## src/rtl/conv_sched_pkg.sv

```systemverilog
// Shared definitions for the 3x3 convolution sequencer:
// FSM encoding, tap count, register map and address helper.
package conv_sched_pkg;

    typedef enum logic [2:0] {
        S_IDLE,
        S_LD_WT,
        S_RD,
        S_WR,
        S_FIN
    } state_t;

    localparam int KTAPS = 9;

    localparam logic [7:0] CONV_CTRL_ADDR    = 8'h00;
    localparam logic [7:0] CONV_STATUS_ADDR  = 8'h04;
    localparam logic [7:0] CONV_DIM_ADDR     = 8'h08;
    localparam logic [7:0] CONV_IFM_OFS_ADDR = 8'h0C;
    localparam logic [7:0] CONV_WT_OFS_ADDR  = 8'h10;
    localparam logic [7:0] CONV_OFM_OFS_ADDR = 8'h14;

    function automatic logic [31:0] word_addr(
        input logic [31:0] base,
        input logic [31:0] idx
    );
        return base + {idx[29:0], 2'b00};
    endfunction

endpackage

```

## src/rtl/conv_tap_addr.sv

```systemverilog
// Tap geometry for one 3x3 window position: padding test and
// input-map byte address, all index math in 32-bit wrap.
module conv_tap_addr
    import conv_sched_pkg::*;
(
    input  logic [31:0] i_r,
    input  logic [31:0] i_c,
    input  logic [3:0]  i_t,
    input  logic [31:0] i_n,
    input  logic [31:0] i_ofs,
    output logic        o_in_bound,
    output logic [31:0] o_addr
);

    logic [1:0]  w_rs;
    logic [1:0]  w_cs;
    logic        w_tv;
    logic        w_row_ok;
    logic        w_col_ok;
    logic [31:0] w_rr;
    logic [31:0] w_cc;
    logic [31:0] w_idx;

    // row/col selector: 0 -> -1, 1 -> 0, 2 -> +1
    always_comb begin
        w_tv = (i_t < 4'(KTAPS));
        w_rs = (i_t < 4'd3) ? 2'd0 :
               (i_t < 4'd6) ? 2'd1 : 2'd2;
        w_cs = 2'(i_t - 4'd3 * {2'b00, w_rs});
    end

    always_comb begin
        w_rr     = i_r;
        w_row_ok = 1'b1;
        if (w_rs == 2'd0) begin
            w_rr     = i_r - 32'd1;
            w_row_ok = (i_r != 32'd0);
        end else if (w_rs == 2'd2) begin
            w_rr     = i_r + 32'd1;
            w_row_ok = (i_r + 32'd1 < i_n);
        end
    end

    always_comb begin
        w_cc     = i_c;
        w_col_ok = 1'b1;
        if (w_cs == 2'd0) begin
            w_cc     = i_c - 32'd1;
            w_col_ok = (i_c != 32'd0);
        end else if (w_cs == 2'd2) begin
            w_cc     = i_c + 32'd1;
            w_col_ok = (i_c + 32'd1 < i_n);
        end
    end

    assign w_idx      = w_rr * i_n + w_cc;
    assign o_in_bound = w_tv & w_row_ok & w_col_ok;
    assign o_addr     = word_addr(i_ofs, w_idx);

endmodule

```

## src/rtl/conv_sched.sv

```systemverilog
// 3x3 zero-padded convolution sequencer over a shared memory port.
// Optional CONV_RELU_EN clamps negative results to 0 on write-back.
module conv_sched
    import conv_sched_pkg::*;
#(
    parameter int DIM_W  = 8,
    parameter int ADDR_W = 32
) (
    input  logic              clk,
    input  logic              rst,
    input  logic              start_i,
    input  logic [31:0]       fm_dim_i,
    input  logic [31:0]       ifm_offset_i,
    input  logic [31:0]       wt_offset_i,
    input  logic [31:0]       ofm_offset_i,
    output logic              mem_req_o,
    output logic              mem_we_o,
    output logic [ADDR_W-1:0] mem_addr_o,
    output logic [31:0]       mem_wdata_o,
    input  logic              mem_gnt_i,
    input  logic [31:0]       mem_rdata_i,
    output logic              idle_o,
    output logic              done_o
);

    localparam logic [DIM_W-1:0] ONE  = DIM_W'(1);
    localparam logic [3:0]       TEND = 4'(KTAPS);

    state_t           r_state;
    logic [DIM_W-1:0] r_n;
    logic [DIM_W-1:0] r_r;
    logic [DIM_W-1:0] r_c;
    logic [3:0]       r_t;
    logic [31:0]      r_ifm;
    logic [31:0]      r_wt;
    logic [31:0]      r_ofm;
    logic [31:0]      r_acc;
    logic [31:0]      r_wbuf [KTAPS];
    logic             r_pend;
    logic [3:0]       r_pend_t;
    logic             r_idle;
    logic             r_done;

    logic        w_tap_ok;
    logic [31:0] w_tap_addr;
    logic [31:0] w_pix_idx;
    logic [31:0] w_res;
    logic [31:0] w_prod;
    logic        w_req;
    logic        w_we;
    logic [31:0] w_addr;
    logic [31:0] w_wdata;
    logic        w_gnt;
    logic        w_unused;

    conv_tap_addr u_tap (
        .i_r        (32'(r_r)),
        .i_c        (32'(r_c)),
        .i_t        (r_t),
        .i_n        (32'(r_n)),
        .i_ofs      (r_ifm),
        .o_in_bound (w_tap_ok),
        .o_addr     (w_tap_addr)
    );

    assign w_pix_idx = 32'(r_r) * 32'(r_n) + 32'(r_c);
    assign w_prod    = r_wbuf[r_pend_t] * mem_rdata_i;
    assign w_unused  = &{1'b0, fm_dim_i[31:DIM_W]};

`ifdef CONV_RELU_EN
    assign w_res = r_acc[31] ? 32'd0 : r_acc;
`else
    assign w_res = r_acc;
`endif

    // Request lines depend only on registered state, so they hold across stalls.
    always_comb begin
        w_req   = 1'b0;
        w_we    = 1'b0;
        w_addr  = 32'd0;
        w_wdata = 32'd0;
        unique case (r_state)
            S_LD_WT: begin
                if (r_t < TEND) begin
                    w_req  = 1'b1;
                    w_addr = word_addr(r_wt, 32'(r_t));
                end
            end
            S_RD: begin
                if (w_tap_ok) begin
                    w_req  = 1'b1;
                    w_addr = w_tap_addr;
                end
            end
            S_WR: begin
                w_req   = 1'b1;
                w_we    = 1'b1;
                w_addr  = word_addr(r_ofm, w_pix_idx);
                w_wdata = w_res;
            end
            default: ;
        endcase
    end

    assign w_gnt       = w_req & mem_gnt_i;
    assign mem_req_o   = w_req;
    assign mem_we_o    = w_we;
    assign mem_addr_o  = w_addr[ADDR_W-1:0];
    assign mem_wdata_o = w_wdata;
    assign idle_o      = r_idle;
    assign done_o      = r_done;

    always_ff @(posedge clk) begin
        if (!rst) begin
            r_state  <= S_IDLE;
            r_n      <= '0;
            r_r      <= '0;
            r_c      <= '0;
            r_t      <= '0;
            r_ifm    <= '0;
            r_wt     <= '0;
            r_ofm    <= '0;
            r_acc    <= '0;
            r_pend   <= 1'b0;
            r_pend_t <= '0;
            r_idle   <= 1'b1;
            r_done   <= 1'b0;
            for (int i = 0; i < KTAPS; i++) r_wbuf[i] <= '0;
        end else begin
            r_pend <= 1'b0;
            // read data lands one cycle after its grant, still in the same state
            if (r_pend) begin
                if (r_state == S_LD_WT) r_wbuf[r_pend_t] <= mem_rdata_i;
                else                    r_acc <= r_acc + w_prod;
            end
            unique case (r_state)
                S_IDLE: begin
                    if (start_i) begin
                        r_n   <= fm_dim_i[DIM_W-1:0];
                        r_ifm <= ifm_offset_i;
                        r_wt  <= wt_offset_i;
                        r_ofm <= ofm_offset_i;
                        if (fm_dim_i[DIM_W-1:0] == '0) begin
                            r_done <= 1'b1;
                        end else begin
                            r_done  <= 1'b0;
                            r_idle  <= 1'b0;
                            r_state <= S_LD_WT;
                            r_t     <= '0;
                            r_r     <= '0;
                            r_c     <= '0;
                            r_acc   <= '0;
                        end
                    end
                end
                S_LD_WT: begin
                    if (r_t == TEND) begin
                        r_state <= S_RD;
                        r_t     <= '0;
                    end else if (w_gnt) begin
                        r_pend   <= 1'b1;
                        r_pend_t <= r_t;
                        r_t      <= r_t + 4'd1;
                    end
                end
                S_RD: begin
                    if (r_t == TEND) begin
                        r_state <= S_WR;
                    end else if (!w_tap_ok) begin
                        r_t <= r_t + 4'd1;
                    end else if (w_gnt) begin
                        r_pend   <= 1'b1;
                        r_pend_t <= r_t;
                        r_t      <= r_t + 4'd1;
                    end
                end
                S_WR: begin
                    if (mem_gnt_i) begin
                        r_acc <= '0;
                        r_t   <= '0;
                        if (r_c == r_n - ONE) begin
                            r_c <= '0;
                            if (r_r == r_n - ONE) begin
                                r_state <= S_FIN;
                            end else begin
                                r_r     <= r_r + ONE;
                                r_state <= S_RD;
                            end
                        end else begin
                            r_c     <= r_c + ONE;
                            r_state <= S_RD;
                        end
                    end
                end
                S_FIN: begin
                    r_done  <= 1'b1;
                    r_idle  <= 1'b1;
                    r_state <= S_IDLE;
                end
                default: r_state <= S_IDLE;
            endcase
        end
    end

endmodule
```

## config.mk

```make
export PLATFORM = sky130hd
export DESIGN_NAME = conv_sched
export DESIGN_NICKNAME = d
export VERILOG_FILES = /design/src/rtl/conv_sched_pkg.sv /design/src/rtl/conv_tap_addr.sv /design/src/rtl/conv_sched.sv
export SDC_FILE = /design/constraint.sdc
export NUM_CORES = 2
export LEC_CHECK = 0
export ABC_AREA = 0
export CAP_MARGIN = 20
export CORE_ASPECT_RATIO = 1.25
export CORE_UTILIZATION = 59
export DETAILED_ROUTE_END_ITERATION = 8
export PLACE_DENSITY = 0.78
export SLEW_MARGIN = 20
export SYNTH_ARGS = -nofsm -noshare
export SYNTH_HDL_FRONTEND = slang
export SYNTH_SLANG_ARGS = --single-unit
export TNS_END_PERCENT = 100
```

## constraint.sdc

```tcl
create_clock -name clk -period 14.85 [get_ports clk]
set_clock_uncertainty 0.05 [all_clocks]
set_input_delay 4.455 -clock clk [delete_from_list [all_inputs] [get_ports clk]]
set_output_delay 4.455 -clock clk [all_outputs]
set_load 0.02 [all_outputs]
```

==> reports/summary.txt <==
synthesized area: 55400 sq um
Die Span Y: 345 microns
Detailed Place HPWL: 105000 microns
CTS Buf Count: 69
DRT Pass-1 Iters: 6
Ports: 232
fin area: 61300 sq um
H-tree depth: 3
total power: 15.2 mW
antenna violations before repair: 6
number of flops mapped to enable cells by yosys: 512
layout cells sized above 1: 7.52%
Total Nets Final: 6382
Crit Path Category: flop to output port
relative slew slack: 21.1%
Critical Path RT: 10.35 ns
post-synth cell types: 75
Hold Fails Final Rpt: 0
Starting Density: 59.6%
first-pass GRT wire length: 232000 microns
sequential share of the synthesized area: 33.9%
Die ar.: 95200 sq um
DRC: 0
met2 global-route usage: 56.3%
vias: 39400
DIE WIDTH: 276 microns
CTS sink count: 682
Seq cells post-synth: 682
Clock Latency Late Sink: 0.65 ns
Setup crit end kind: output port
Synthesized Nets: 6270
Total GRT Usage: 32.1%
post-layout min period: 14.35 ns
MaxCap Viol Count: 0
Final Slew Violations: 0
Syn Inst Count: 5263
Worst Hold Class: flop to flop
global route overflow: 0
Worst Hold Depth: 2
CTS tree: done
Leak: 25.6 nW
# hold bufs at CTS: 0
antenna viol nets, final: 0
worst-path fanout max: 5
port bufs: 207
Max stage delay cell, worst path: fa_1
worst path bufs/invs: 9
R2R cell count: 32
setup_tns: 0 ns
# rows: 125
area delta synth->final: 10.6%
Area after DPL: 58900 sq um
Ys Warns: 0
CP arrival: 9.85 ns
outcome: finished, final reports clean
Max Root-Sink Buffers: 3
fraction of registers with async set/reset: 0%
Synth Area per Inst: 10.5 sq um
met1 Use GR: 38.5%
Startpoint Class: flop
slowest cell delay on critical path: 0.55 ns
Core Area: 93100 sq um
largest net degree at the start of global routing: 109
1st-iter DRT viols: 3335
WL/cell: 22.5 microns
P per Cell Area: 248 nW/um^2
vias per inst: 5.93
Detailed Route WL: 150000 microns
global route hottest layer: met2
kind of cell adding the most delay to the critical path: adder cells
final-report setup violation count: 0
Max Fclk: 0.0697 GHz
WP depth: 41
worst-margin pin slew: 1.18 ns
vias in the first global route: 40700
CTS root buf: clkbuf_16
Final period util: 96.6%
routability cong.: 0.943
met3 Usage GRT: 5.22%
peak supply drop: 0.417 mV
Primary FF master, synth: edfxtp_1
clk slew on worst S/H paths: 0.06 ns
-- cell usage after synthesis, drive strengths merged, types with 113 or more instances --
cell,number,area share (%)
a21oi,144,1.3
a21boi,113,1.5
nand2,729,4.9
fa,568,21
nor2,155,1.0
dfxtp,170,6.1
and2,532,6.0
mux4,123,5.2
xnor2,153,2.4
inv,744,5.0
clkbuf,240,1.6
edfxtp,512,28
ha,275,6.2
-- report_power, final --
part	switching, mW	internal (mW)
clock	0.793	1.01
sequential	0.0668	2.12
combinational	6.36	4.84
total	7.22	7.98
-- per-stage QoR --
| stage | std cells | utilization [%] | hold slack, ns | setup WS [ns] |
|---|---|---|---|---|
| CTS | 6631 | 65.8 | 0.403 | 0.126 |
| global route | 6638 | 65.9 | 0.415 | -0.0103 |
| floorplan | 5263 | - | 0.382 | 1.16 |
| finish | 6639 | 65.9 | 0.400 | 0.499 |
| global placement | 6506 | 63.3 | 0.388 | 0.292 |
| detailed placement | 6506 | 63.3 | 0.394 | 0.265 |
-- flip-flops by register name, summed over array words and instances (netlist names), named ones only --
name / cells
r_n: 8
r_wbuf: 512
r_r: 8
r_pend_t: 4
r_ifm: 32
r_t: 4
r_c: 8
r_acc: 32
r_wt: 32
done_o: 1
r_state: 3
r_ofm: 32
idle_o: 1
r_pend: 1
-- layer usage --
layer	up-vias	part of all wire, %
li1	17400	-
met1	19700	36
met2	1811	50
met3	430	8.1
met4	2	5.3
met5	-	0.011
-- worst paths after layout --
| check | start | slack (ns) | end |
|---|---|---|---|
| setup / recovery | r_t[0]$_SDFFE_PN0P_ | 0.50 | mem_addr_o[30] |
| hold / removal | r_acc[19]$_SDFF_PN0_ | 0.40 | r_acc[19]$_SDFF_PN0_ |
| setup reg to reg | flop | 4.75 | r_acc[30]$_SDFF_PN0_ |
| hold reg to reg | r_acc[19]$_SDFF_PN0_ | 0.40 | r_acc[19]$_SDFF_PN0_ |
-- worst min-delay path: cells and delay by family, from the launching register on --
| family | cells | cell delay, ns |
|---|---|---|
| AOI/OAI and AO/OA | 1 | 0.05 |
| DFF | 1 | 0.31 |
| and+or+nand+nor | 1 | 0.05 |
-- kinds of logic (layout without fill, tap and decap cells) --
group | count (synthesis) | in the layout | synth area share, %
simple gates | 1712 | 1712 | 15.1
buf+inv | 1042 | 1208 | 7.48
fa+ha+maj | 843 | 843 | 26.7
flops | 682 | 682 | 33.9
compound gates | 581 | 581 | 6.85
xor+xnor | 224 | 224 | 3.68
mux | 179 | 179 | 6.26
other cells | 0 | 4 | 0
-- layout make-up --
class,instances,area [sq um]
clock buffer,87,1790
fill,7004,31700
tap,1206,1510
multi-input combinational,3539,32800
timing repair buffer,337,3080
inverter,746,2800
clock inverter,38,519
antenna,4,10.0
sequential,682,18800
-- repair_timing --
item	CTS	global route
setup endpoints to repair	3	12
pin swaps	0	3
setup buffers	0	3
gates resized for setup	8	28
cloned	0	0
-- placed cells by master (no fill, tap or decap), types with 40 or more instances in the layout --
cell             count
a21oi_1            139
o21ai_0             86
ha_1               274
mux2i_1             51
a21o_1              40
nor2_1             147
mux4_2              88
edfxtp_1           512
nand2_1            728
xor2_1              66
a21boi_0           112
buf_4              128
fa_1               568
and2_1             532
xnor2_1            149
dfxtp_1            167
clkbuf_16           69
nor3_1              61
clkdlybuf4s50_1    197
inv_1              743
nand3_1             41
Note: power is estimated with default switching activity, not from simulation.
